===== config.mk =====
export PLATFORM = sky130hd
export DESIGN_NAME = pe_stream_feeder
export DESIGN_NICKNAME = d
export VERILOG_FILES = /design/src/rtl/pe_stream_feeder.sv
export SDC_FILE = /design/constraint.sdc
export NUM_CORES = 1
export LEC_CHECK = 0
export ABC_AREA = 1
export CORE_MARGIN = 2
export CORE_UTILIZATION = 25
export CTS_BUF_LIST = sky130_fd_sc_hd__clkbuf_8
export DETAILED_ROUTE_END_ITERATION = 12
export GPL_ROUTABILITY_DRIVEN = 0
export PLACE_DENSITY = 0.68
export SYNTH_ARGS = -nofsm -noshare
export SYNTH_HDL_FRONTEND = slang
export SYNTH_SLANG_ARGS = --single-unit

===== constraint.sdc =====
create_clock -name clk -period 3.51 [get_ports clk]
set_clock_uncertainty 0.1 [all_clocks]
set_input_delay 0.702 -clock clk [delete_from_list [all_inputs] [get_ports clk]]
set_output_delay 0.702 -clock clk [all_outputs]
set_load 0.05 [all_outputs]

===== src/rtl/pe_stream_feeder.sv =====
// rtl/pe_stream_feeder.sv - job sequencer routing one upstream word stream into a PE and forwarding its opsum words
module pe_stream_feeder #(
    parameter int DATA_BITS   = 32,
    parameter int CONFIG_SIZE = 13,
    parameter int CNT_BITS    = 6
) (
    input  logic                   clk,
    input  logic                   rst,
    input  logic                   start,
    input  logic [CONFIG_SIZE-1:0] cfg_pe_config,
    input  logic [CNT_BITS-1:0]    cfg_filter_words,
    input  logic [CNT_BITS-1:0]    cfg_ifmap_first,
    input  logic [CNT_BITS-1:0]    cfg_ifmap_next,
    input  logic [CNT_BITS-1:0]    cfg_ipsum_words,
    input  logic [CNT_BITS-1:0]    cfg_opsum_words,
    input  logic [4:0]             cfg_last_col,
    output logic                   busy,
    output logic                   done,
    input  logic [DATA_BITS-1:0]   in_data,
    input  logic                   in_valid,
    output logic                   in_ready,
    output logic                   pe_en,
    output logic [CONFIG_SIZE-1:0] pe_config,
    output logic [DATA_BITS-1:0]   pe_filter,
    output logic [DATA_BITS-1:0]   pe_ifmap,
    output logic [DATA_BITS-1:0]   pe_ipsum,
    output logic                   pe_filter_valid,
    output logic                   pe_ifmap_valid,
    output logic                   pe_ipsum_valid,
    input  logic                   pe_filter_ready,
    input  logic                   pe_ifmap_ready,
    input  logic                   pe_ipsum_ready,
    input  logic [DATA_BITS-1:0]   pe_opsum,
    input  logic                   pe_opsum_valid,
    output logic                   pe_opsum_ready,
    output logic [DATA_BITS-1:0]   out_data,
    output logic                   out_valid,
    input  logic                   out_ready
);

    typedef enum logic [2:0] {
        S_IDLE,
        S_SEND_FILTER,
        S_SEND_IFMAP,
        S_SEND_IPSUM,
        S_COLLECT,
        S_DONE
    } state_e;

    typedef struct packed {
        logic [CONFIG_SIZE-1:0] pe_config;
        logic [CNT_BITS-1:0]    filter_words;
        logic [CNT_BITS-1:0]    ifmap_first;
        logic [CNT_BITS-1:0]    ifmap_next;
        logic [CNT_BITS-1:0]    ipsum_words;
        logic [CNT_BITS-1:0]    opsum_words;
        logic [4:0]             last_col;
    } desc_t;

    typedef struct packed {
        state_e     st;
        logic [4:0] col;
    } entry_t;

    localparam logic [CNT_BITS-1:0] CNT_ONE = CNT_BITS'(1);

    state_e              state_q, state_d;
    logic [4:0]          col_q, col_d;
    logic [CNT_BITS-1:0] cnt_q, cnt_d;
    desc_t               desc_q, desc_d;
    logic                pe_en_q, pe_en_d;

    desc_t               cfg_desc;
    entry_t              start_entry, follow_entry;
    state_e              follow_st;
    logic [4:0]          follow_col;
    logic [CNT_BITS-1:0] cur_count;
    logic                xfer;
    logic                last_word;

    // Resolves the state actually occupied when entering `target`: zero-count
    // states fall through in the same cycle, including whole empty columns.
    function automatic entry_t enter_state(input state_e target, input logic [4:0] col,
                                           input desc_t d);
        entry_t r;
        r.st  = target;
        r.col = col;
        if (r.st == S_SEND_FILTER && d.filter_words == '0) r.st = S_SEND_IFMAP;
        if (r.st == S_SEND_IFMAP &&
            ((r.col == 5'd0) ? d.ifmap_first : d.ifmap_next) == '0) r.st = S_SEND_IPSUM;
        if (r.st == S_SEND_IPSUM && d.ipsum_words == '0) r.st = S_COLLECT;
        if (r.st == S_COLLECT && d.opsum_words == '0) begin
            if (r.col == d.last_col) begin
                r.st = S_DONE;
            end else begin
                r.col = r.col + 5'd1;
                if (d.ifmap_next != '0) begin
                    r.st = S_SEND_IFMAP;
                end else if (d.ipsum_words != '0) begin
                    r.st = S_SEND_IPSUM;
                end else begin
                    // every later column is empty as well
                    r.st  = S_DONE;
                    r.col = d.last_col;
                end
            end
        end
        return r;
    endfunction

    assign cfg_desc = '{
        pe_config:    cfg_pe_config,
        filter_words: cfg_filter_words,
        ifmap_first:  cfg_ifmap_first,
        ifmap_next:   cfg_ifmap_next,
        ipsum_words:  cfg_ipsum_words,
        opsum_words:  cfg_opsum_words,
        last_col:     cfg_last_col
    };

    always_comb begin
        in_ready        = 1'b0;
        pe_filter_valid = 1'b0;
        pe_ifmap_valid  = 1'b0;
        pe_ipsum_valid  = 1'b0;
        out_valid       = 1'b0;
        pe_opsum_ready  = 1'b0;
        cur_count       = '0;
        case (state_q)
            S_SEND_FILTER: begin
                pe_filter_valid = in_valid;
                in_ready        = pe_filter_ready;
                cur_count       = desc_q.filter_words;
            end
            S_SEND_IFMAP: begin
                pe_ifmap_valid = in_valid;
                in_ready       = pe_ifmap_ready;
                cur_count      = (col_q == 5'd0) ? desc_q.ifmap_first : desc_q.ifmap_next;
            end
            S_SEND_IPSUM: begin
                pe_ipsum_valid = in_valid;
                in_ready       = pe_ipsum_ready;
                cur_count      = desc_q.ipsum_words;
            end
            S_COLLECT: begin
                out_valid      = pe_opsum_valid;
                pe_opsum_ready = out_ready;
                cur_count      = desc_q.opsum_words;
            end
            default: ;
        endcase
    end

    assign xfer      = (in_valid & in_ready) | (pe_opsum_valid & pe_opsum_ready);
    assign last_word = (cnt_q + CNT_ONE) == cur_count;

    always_comb begin
        follow_st  = S_IDLE;
        follow_col = col_q;
        case (state_q)
            S_SEND_FILTER: follow_st = S_SEND_IFMAP;
            S_SEND_IFMAP:  follow_st = S_SEND_IPSUM;
            S_SEND_IPSUM:  follow_st = S_COLLECT;
            S_COLLECT: begin
                if (col_q == desc_q.last_col) begin
                    follow_st = S_DONE;
                end else begin
                    follow_st  = S_SEND_IFMAP;
                    follow_col = col_q + 5'd1;
                end
            end
            default: ;
        endcase
    end

    assign start_entry  = enter_state(S_SEND_FILTER, 5'd0, cfg_desc);
    assign follow_entry = enter_state(follow_st, follow_col, desc_q);

    always_comb begin
        state_d = state_q;
        col_d   = col_q;
        cnt_d   = cnt_q;
        desc_d  = desc_q;
        pe_en_d = 1'b0;
        case (state_q)
            S_IDLE: begin
                if (start) begin
                    desc_d  = cfg_desc;
                    pe_en_d = 1'b1;
                    state_d = start_entry.st;
                    col_d   = start_entry.col;
                    cnt_d   = '0;
                end
            end
            S_DONE: begin
                state_d = S_IDLE;
                col_d   = '0;
                cnt_d   = '0;
            end
            default: begin
                if (xfer) begin
                    if (last_word) begin
                        state_d = follow_entry.st;
                        col_d   = follow_entry.col;
                        cnt_d   = '0;
                    end else begin
                        cnt_d = cnt_q + CNT_ONE;
                    end
                end
            end
        endcase
    end

    always_ff @(posedge clk) begin
        if (rst) begin
            state_q <= S_IDLE;
            col_q   <= '0;
            cnt_q   <= '0;
            desc_q  <= '0;
            pe_en_q <= 1'b0;
        end else begin
            state_q <= state_d;
            col_q   <= col_d;
            cnt_q   <= cnt_d;
            desc_q  <= desc_d;
            pe_en_q <= pe_en_d;
        end
    end

    assign busy      = (state_q != S_IDLE);
    assign done      = (state_q == S_DONE);
    assign pe_en     = pe_en_q;
    assign pe_config = desc_q.pe_config;
    assign pe_filter = in_data;
    assign pe_ifmap  = in_data;
    assign pe_ipsum  = in_data;
    assign out_data  = pe_opsum;

endmodule


==> summary.txt, run 1 <==
Outcome: finished, final reports clean
Worst-Skew Late Latency: 0.36 ns
Share of total power in the clock network: 16.5%
# IOs: 271
Worst-Margin Slew: 0.786 ns
Sequential share of power: 24.6%
# port buffers: 78
Resized cells post-CTS: 0
Bufs on Longest Clock Path: 2
FF-to-FF path depth: 13
Vias per std cell: 4.37
Starting Density: 25.2%
Reg2Reg Setup Slack: 0.37 ns
CTS clk-pin slew, worst paths: 0.08 ns
Vias in the first global route: 3,659
Drt initial violations: 229
# DRC: 0
Primary FF master, synth: dfxtp_1
Final period util: 92.6%
Sw frac: 50.4%
Post-synthesis cell area: 0.00487 mm²
Vias: 3,974
Worst Path Max Fanout: 8
Initial antenna violation count: 1
Combinational group share of total power: 58.9%
Hold Vio Cnt, Final: 0
H-tree depth: 3
CP max stage delay: 0.81 ns
Synth warn: 0
Fin nets: 766
Top-area cell type share of the netlist area: 25.9%
RSZ-0062 raised after global routing: false
Die Wd: 144 µm
Pwr per Cell Area: 835 mW/mm²
CP Capture Type: output port
# setup viols final: 0
Internal power: 2110 µW
HP Class: flop to flop
Die ar.: 0.0206 mm²
CTS tree: built
Cts hold-fix bufs: 0
Placeable core area: 0.0193 mm²
Detail Route Antenna Nets: 0
Switching power: 2140 µW
Leakage dissipation: 0.00203 µW
Relative slew margins: 47.5%
Hold wc startpoint: desc_q[30]
Avg WL per Cell: 13.0 µm
Fillers: 2,195
Ant diodes: 0
R2R Path Start: col_q[1]
Clock root buffer: clkbuf_8
Critical Path Slowest Stage Cell: clkdlybuf4s50_1
Largest net degree at the start of global routing: 70
R2R Path End: col_q[3]
Sink count of the clock tree: 63
Sequential area share after synthesis: 25.9%
Final Slew Violations: 0
Post-CTS Setup Inserts: 0
Cell mode on critical path: nand2_1
Post-synth top area cell: dfxtp_1
Utilization after layout: 26.4%
Startpoint types: flop
Worst vdd ir: 0.000327 V
Area Overhead vs Synth: 4.58%
Area contributors post-synth: dfxtp_1, buf_4, nand2_1
First-pass iteration count of the detailed router: 5
Syn avg cell area: 6.89 µm²
Max-cap viol count: 0
Critical path type: flop to output port
Fmax: 308 MHz
Die Y: 144 µm
Post-synth ARST share: 0%
Share of layout cells above drive strength 1: 9.92%
Gate count of the mapped netlist: 706
Row count: 51
Setup TNS: 0 ns
Global route overflow: 0
First-pass GRT wire length: 18,500 µm
Post-DP HPWL: 9250 µm
Gr usage total: 11.5%
Total CTS buffers: 9
Drt total wl: 11,800 µm
Syn_nets: 832
Post-synth EDFFs: 0
#FFs+latches synth: 63
Period minus WS final: 3.25 ns
Cell variety after synth: 46
Critical Path RT: 2.71 ns
Worst Hold End: desc_q[30]
Worst Path Arrival: 2.45 ns
Hold Path Stages: 2
Worst-path cell chain: inv_2 -> nand2_1 -> nor2_1 -> a22oi_1 -> nand2_1 -> clkdlybuf4s50_1
[power by group through the flow]
stage                     combinational, µW  sequential, µW  clock [µW]
after floorplan                        2350            1020           0
after global placement                 2470            1050           0
after detailed placement               2500            1060           0
after CTS                              2510            1040         722
after global routing                   2780            1070         752
final                                  2510            1050         701
[per-stage QoR]
stage / hold slack, ns / setup WS [ns] / cells / area (µm²) / power [µW]
global placement: 0.344 / 0.449 / 894 / 4870 / 3520
floorplan: 0.330 / 0.968 / 706 / 4870 / 3370
detailed placement: 0.345 / 0.378 / 894 / 4870 / 3560
CTS: 0.355 / 0.235 / 910 / 5090 / 4270
global route: 0.387 / 0.0986 / 910 / 5090 / 4600
finish: 0.354 / 0.258 / 910 / 5090 / 4250
[Yosys cell counts (all sizes together) (2+ instances only)]
library cell,instances
nor3,7
buf,145
nand3,27
inv,61
dfxtp,63
o21ai,45
nor4,5
o2111ai,4
xor2,14
a21oi,77
nand3b,2
xnor2,5
ha,5
o211ai,2
nor2,39
clkbuf,13
or4,2
nand2,165
nand4,14
o22ai,2
[routing by layer]
| layer | global-route usage [%] | routed length, µm | part of all wire, % | vias up |
|---|---|---|---|---|
| met5 | 0 | 10 | 0.084 | - |
| met4 | 5.99 | 449 | 3.8 | 2 |
| met3 | 3.27 | 810 | 6.8 | 60 |
| met2 | 17.8 | 5270 | 45 | 118 |
| met1 | 14.5 | 5300 | 45 | 1774 |
| li1 | - | - | - | 2020 |
[cells by family (layout without fill, tap and decap cells)]
kind of cell | Yosys count | in the layout | synth area share (%)
adder cells (fa/ha/maj) | 5 | 5 | 1.29
buffers and inverters | 221 | 160 | 28.3
AND/OR/NAND/NOR | 264 | 264 | 25.6
flip-flops | 63 | 63 | 25.9
XOR/XNOR | 19 | 19 | 3.42
AO/OA/AOI/OAI | 134 | 134 | 15.5
[worst max-delay path by stage]
stage	slack (ns)	endpoint	from	depth (start not counted)
floorplan	0.97	col_q[2]	col_q[3]	22
global placement	0.45	col_q[2]	cfg_filter_words[1]	12
detailed placement	0.38	col_q[2]	cfg_filter_words[1]	12
CTS	0.23	pe_ipsum_valid	state_q[2]	6
global route	0.1	in_ready	state_q[2]	6
finish	0.26	in_ready	state_q[2]	6
[cell type report]
class / instances / area [µm²] / share of cell area [%]
well taps: 265 / 332 / 6.52
clock buffers: 9 / 124 / 2.43
inverters: 62 / 234 / 4.60
multi-input cells: 422 / 2230 / 43.9
repair buffers: 82 / 811 / 15.9
flip-flops and latches: 63 / 1260 / 24.8
clock inverters: 7 / 95.1 / 1.87
[layout by cell type (no fill, tap or decap), drive strengths merged]
cell / instances
nand2: 165
clkdlybuf4s50: 78
a21oi: 77
dfxtp: 63
inv: 62
o21ai: 45
nor2: 39
nand3: 27
xor2: 14
nand4: 14
clkbuf: 9
nor3: 7
xnor2: 5
nor4: 5
ha: 5
o2111ai: 4
buf: 4
clkinv: 4
nand3b: 2
o22ai: 2
o211ai: 2
or4: 2
bufinv: 2
a22oi: 1
and3: 1
nor3b: 1
a21boi: 1
a31oi: 1
and2: 1
a211oi: 1
clkinvlp: 1
[flip-flops by register name, indices dropped and copies added, names as in the netlist]
register and cells:
desc_q 35, pe_config 13, cnt_q 6, col_q 5
state_q 3, pe_en 1
[worst max-delay path, delay by kind of cell (launching register included)]
family          cells  cell delay [ns]
buf+inv             2             0.91
compound gates      1             0.18
flops               1             0.38
simple gates        3             0.61
Power figures use the tool's default switching activity.
==> inputs of run 2 (changes only) <==
--- a/config.mk
+++ b/config.mk
@@ -10,8 +10,9 @@
 export CORE_UTILIZATION = 25
 export CTS_BUF_LIST = sky130_fd_sc_hd__clkbuf_8
 export DETAILED_ROUTE_END_ITERATION = 12
+export DONT_BUFFER_PORTS = 1
 export GPL_ROUTABILITY_DRIVEN = 0
-export PLACE_DENSITY = 0.68
+export PLACE_DENSITY = 0.5
 export SYNTH_ARGS = -nofsm -noshare
 export SYNTH_HDL_FRONTEND = slang
 export SYNTH_SLANG_ARGS = --single-unit
==> summary.txt, run 2 (synthesized netlist as in run 1, its figures left out) <==
# setup viols final: 0 (unchanged)
Post-DP HPWL: 9820 µm (+6.1%)
Switching power: 2160 µW (+0.96%)
CP Capture Type: flop
CTS clk-pin slew, worst paths: 0.07 ns (about the same)
First-pass iteration count of the detailed router: 5 (unchanged)
Bufs on Longest Clock Path: 2 (unchanged)
R2R Path End: col_q[1]
Row count: 51 (unchanged)
Setup TNS: 0 ns (unchanged)
Share of total power in the clock network: 17.1% (+0.6 points)
Most common cell after layout, fill and taps aside: nand2_1
Detail Route Antenna Nets: 0 (unchanged)
# DRC: 0 (unchanged)
WP buf/inv: 1 (-1)
CP max stage delay: 0.44 ns (-0.37 ns)
Met2 WL post-DR: 5360 µm (+1.7%)
Critical path type: flop to flop
Critical path's top delay family: simple AND/OR/NAND/NOR gates
Pwr per Cell Area: 960 mW/mm² (+15%)
Period minus WS final: 3.14 ns (-0.113 ns)
Wire length on met1: 5660 µm (+6.8%)
Combinational group share of total power: 55.6% (-3.3 points)
Global route overflow: 0 (unchanged)
Top reg by flops: desc_q
HP Class: primary input to flop
Drt total wl: 12,600 µm (+6.7%)
Max-cap viol count: 0 (unchanged)
R2R Path Start: col_q[1]
Hold wc startpoint: rst
DR WL met3: 1230 µm (+51%)
DP Worst Slack: 0.417 ns (+0.0395 ns)
Die Y: 144 µm (unchanged)
Worst Path Max Fanout: 12 (+4)
FF-to-FF path depth: 13 (unchanged)
# IOs: 271 (unchanged)
Cell mode on critical path: nor2_1
Leakage dissipation: 0.00177 µW (-13%)
Uppermost layer routed: met4
Worst vdd ir: 0.000264 V (-19%)
Sink count of the clock tree: 63 (unchanged)
Placeable core area: 0.0193 mm² (unchanged)
Sw frac: 51.7% (+1.3 points)
Sequential share of power: 27.3% (+2.7 points)
Ant diodes: 0 (unchanged)
Resized cells post-CTS: 0 (unchanged)
# port buffers: 0 (-100%)
Avg WL per Cell: 15.1 µm (+16%)
Utilization after layout: 22.6% (-3.8 points)
First-pass GRT wire length: 19,600 µm (+5.9%)
RSZ-0062 raised after global routing: false
Hold Path Stages: 1 (-1)
CTS tree: built
Gr usage total: 12.5% (+1.0 points)
Internal power: 2020 µW (-4.2%)
Die Wd: 144 µm (unchanged)
Vias per std cell: 4.38 (+0.26%)
Area Overhead vs Synth: -10.5%
Final period util: 89.4% (-3.2 points)
Worst-Skew Late Latency: 0.35 ns (about the same)
Vias: 3,669 (-7.7%)
Clock root buffer: clkbuf_8
Share of layout cells above drive strength 1: 12.0% (+2.1 points)
Post-CTS Setup Inserts: 0 (unchanged)
Fin nets: 694 (-9.4%)
H-tree depth: 3 (unchanged)
Largest net degree at the start of global routing: 63 (-10%)
Worst Hold End: pe_config[3]
Starting Density: 25.2% (unchanged)
Drt initial violations: 200 (-13%)
Worst-path cell chain: inv_1 -> ha_1 -> nand4_1 -> o21ai_0 -> o2111ai_1 -> xor2_1 -> nor2_1 -> nand3_1 -> nand2_1 -> nor2_1 -> nor2_1 -> o21ai_0 -> a21oi_2
Startpoint types: flop
Commonest cells after routing, fill and taps aside: nand2_1, a21oi_1, dfxtp_1
Initial antenna violation count: 0 (-1)
Final Slew Violations: 0 (unchanged)
Outcome: finished, final reports clean
Die ar.: 0.0206 mm² (unchanged)
Vias in the first global route: 3,518 (-3.9%)
Max reg flops: 35 (unchanged)
Relative slew margins: 36.4% (-11 points)
Worst Path Arrival: 3.33 ns (+0.88 ns)
Worst-Margin Slew: 0.953 ns (+0.166 ns)
Reg2Reg Setup Slack: 0.37 ns (about the same)
Fmax: 319 MHz (+3.6%)
Hold Vio Cnt, Final: 0 (unchanged)
Cts hold-fix bufs: 0 (unchanged)
Critical Path RT: 3.70 ns (+0.99 ns)
Critical Path Slowest Stage Cell: nand4_1
Total CTS buffers: 9 (unchanged)
Min setup slack post-route: 0.371 ns (+0.113 ns)
==> run 2: changes by cell type in the layout (fill, tap and decap cells not counted), sizes merged <==
cell,change
clkdlybuf4s50,-78
buf,+6
clkbuf,+1
clkinv,-1
==> run 2: power by group through the flow <==
stage	clock [µW]	sequential [µW]	combinational, µW
finish	714	1140	2330
global route	782	1170	2610
CTS	748	1140	2320
detailed placement	0	1160	2320
global placement	0	1160	2330
floorplan	0	1020	2350
==> run 2: layout make-up <==
| cell class | count | area, µm² |
|---|---|---|
| well taps | 265 | 332 |
| multi-input cells | 422 | 2230 |
| inverters | 62 | 234 |
| clock buffers | 10 | 138 |
| fillers | 2242 | 14900 |
| clock inverters | 6 | 85.1 |
| flip-flops and latches | 63 | 1260 |
| repair buffers | 10 | 75.1 |
==> run 2: stage by stage <==
step	power [µW]	instance area [µm²]	instances	hold slack [ns]
2_1_floorplan	3370	4870	706	0.330
3_3_place_gp	3480	4130	822	0.358
3_5_place_dp	3470	4130	822	0.362
4_1_cts	4210	4360	838	0.274
5_1_grt	4560	4360	838	0.275
6_report	4180	4360	838	0.302
==> run 2: how the worst max path moves through the flow <==
stage	startpoint	to	slack, ns	depth (start not counted)
after floorplan	col_q[3]	col_q[2]	0.97	22
after global placement	col_q[1]	col_q[3]	0.47	13
after detailed placement	col_q[1]	col_q[1]	0.42	13
after CTS	col_q[1]	col_q[1]	0.39	13
after global routing	col_q[1]	col_q[2]	0.006	13
final	col_q[1]	col_q[1]	0.37	13
==> run 2: routing by layer <==
layer / vias up / track usage (%)
met1: 1615 / 16.1
met4: 0 / 6.24
met3: 47 / 4.63
met2: 136 / 18.3
li1: 1871 / -
met5: - / 0
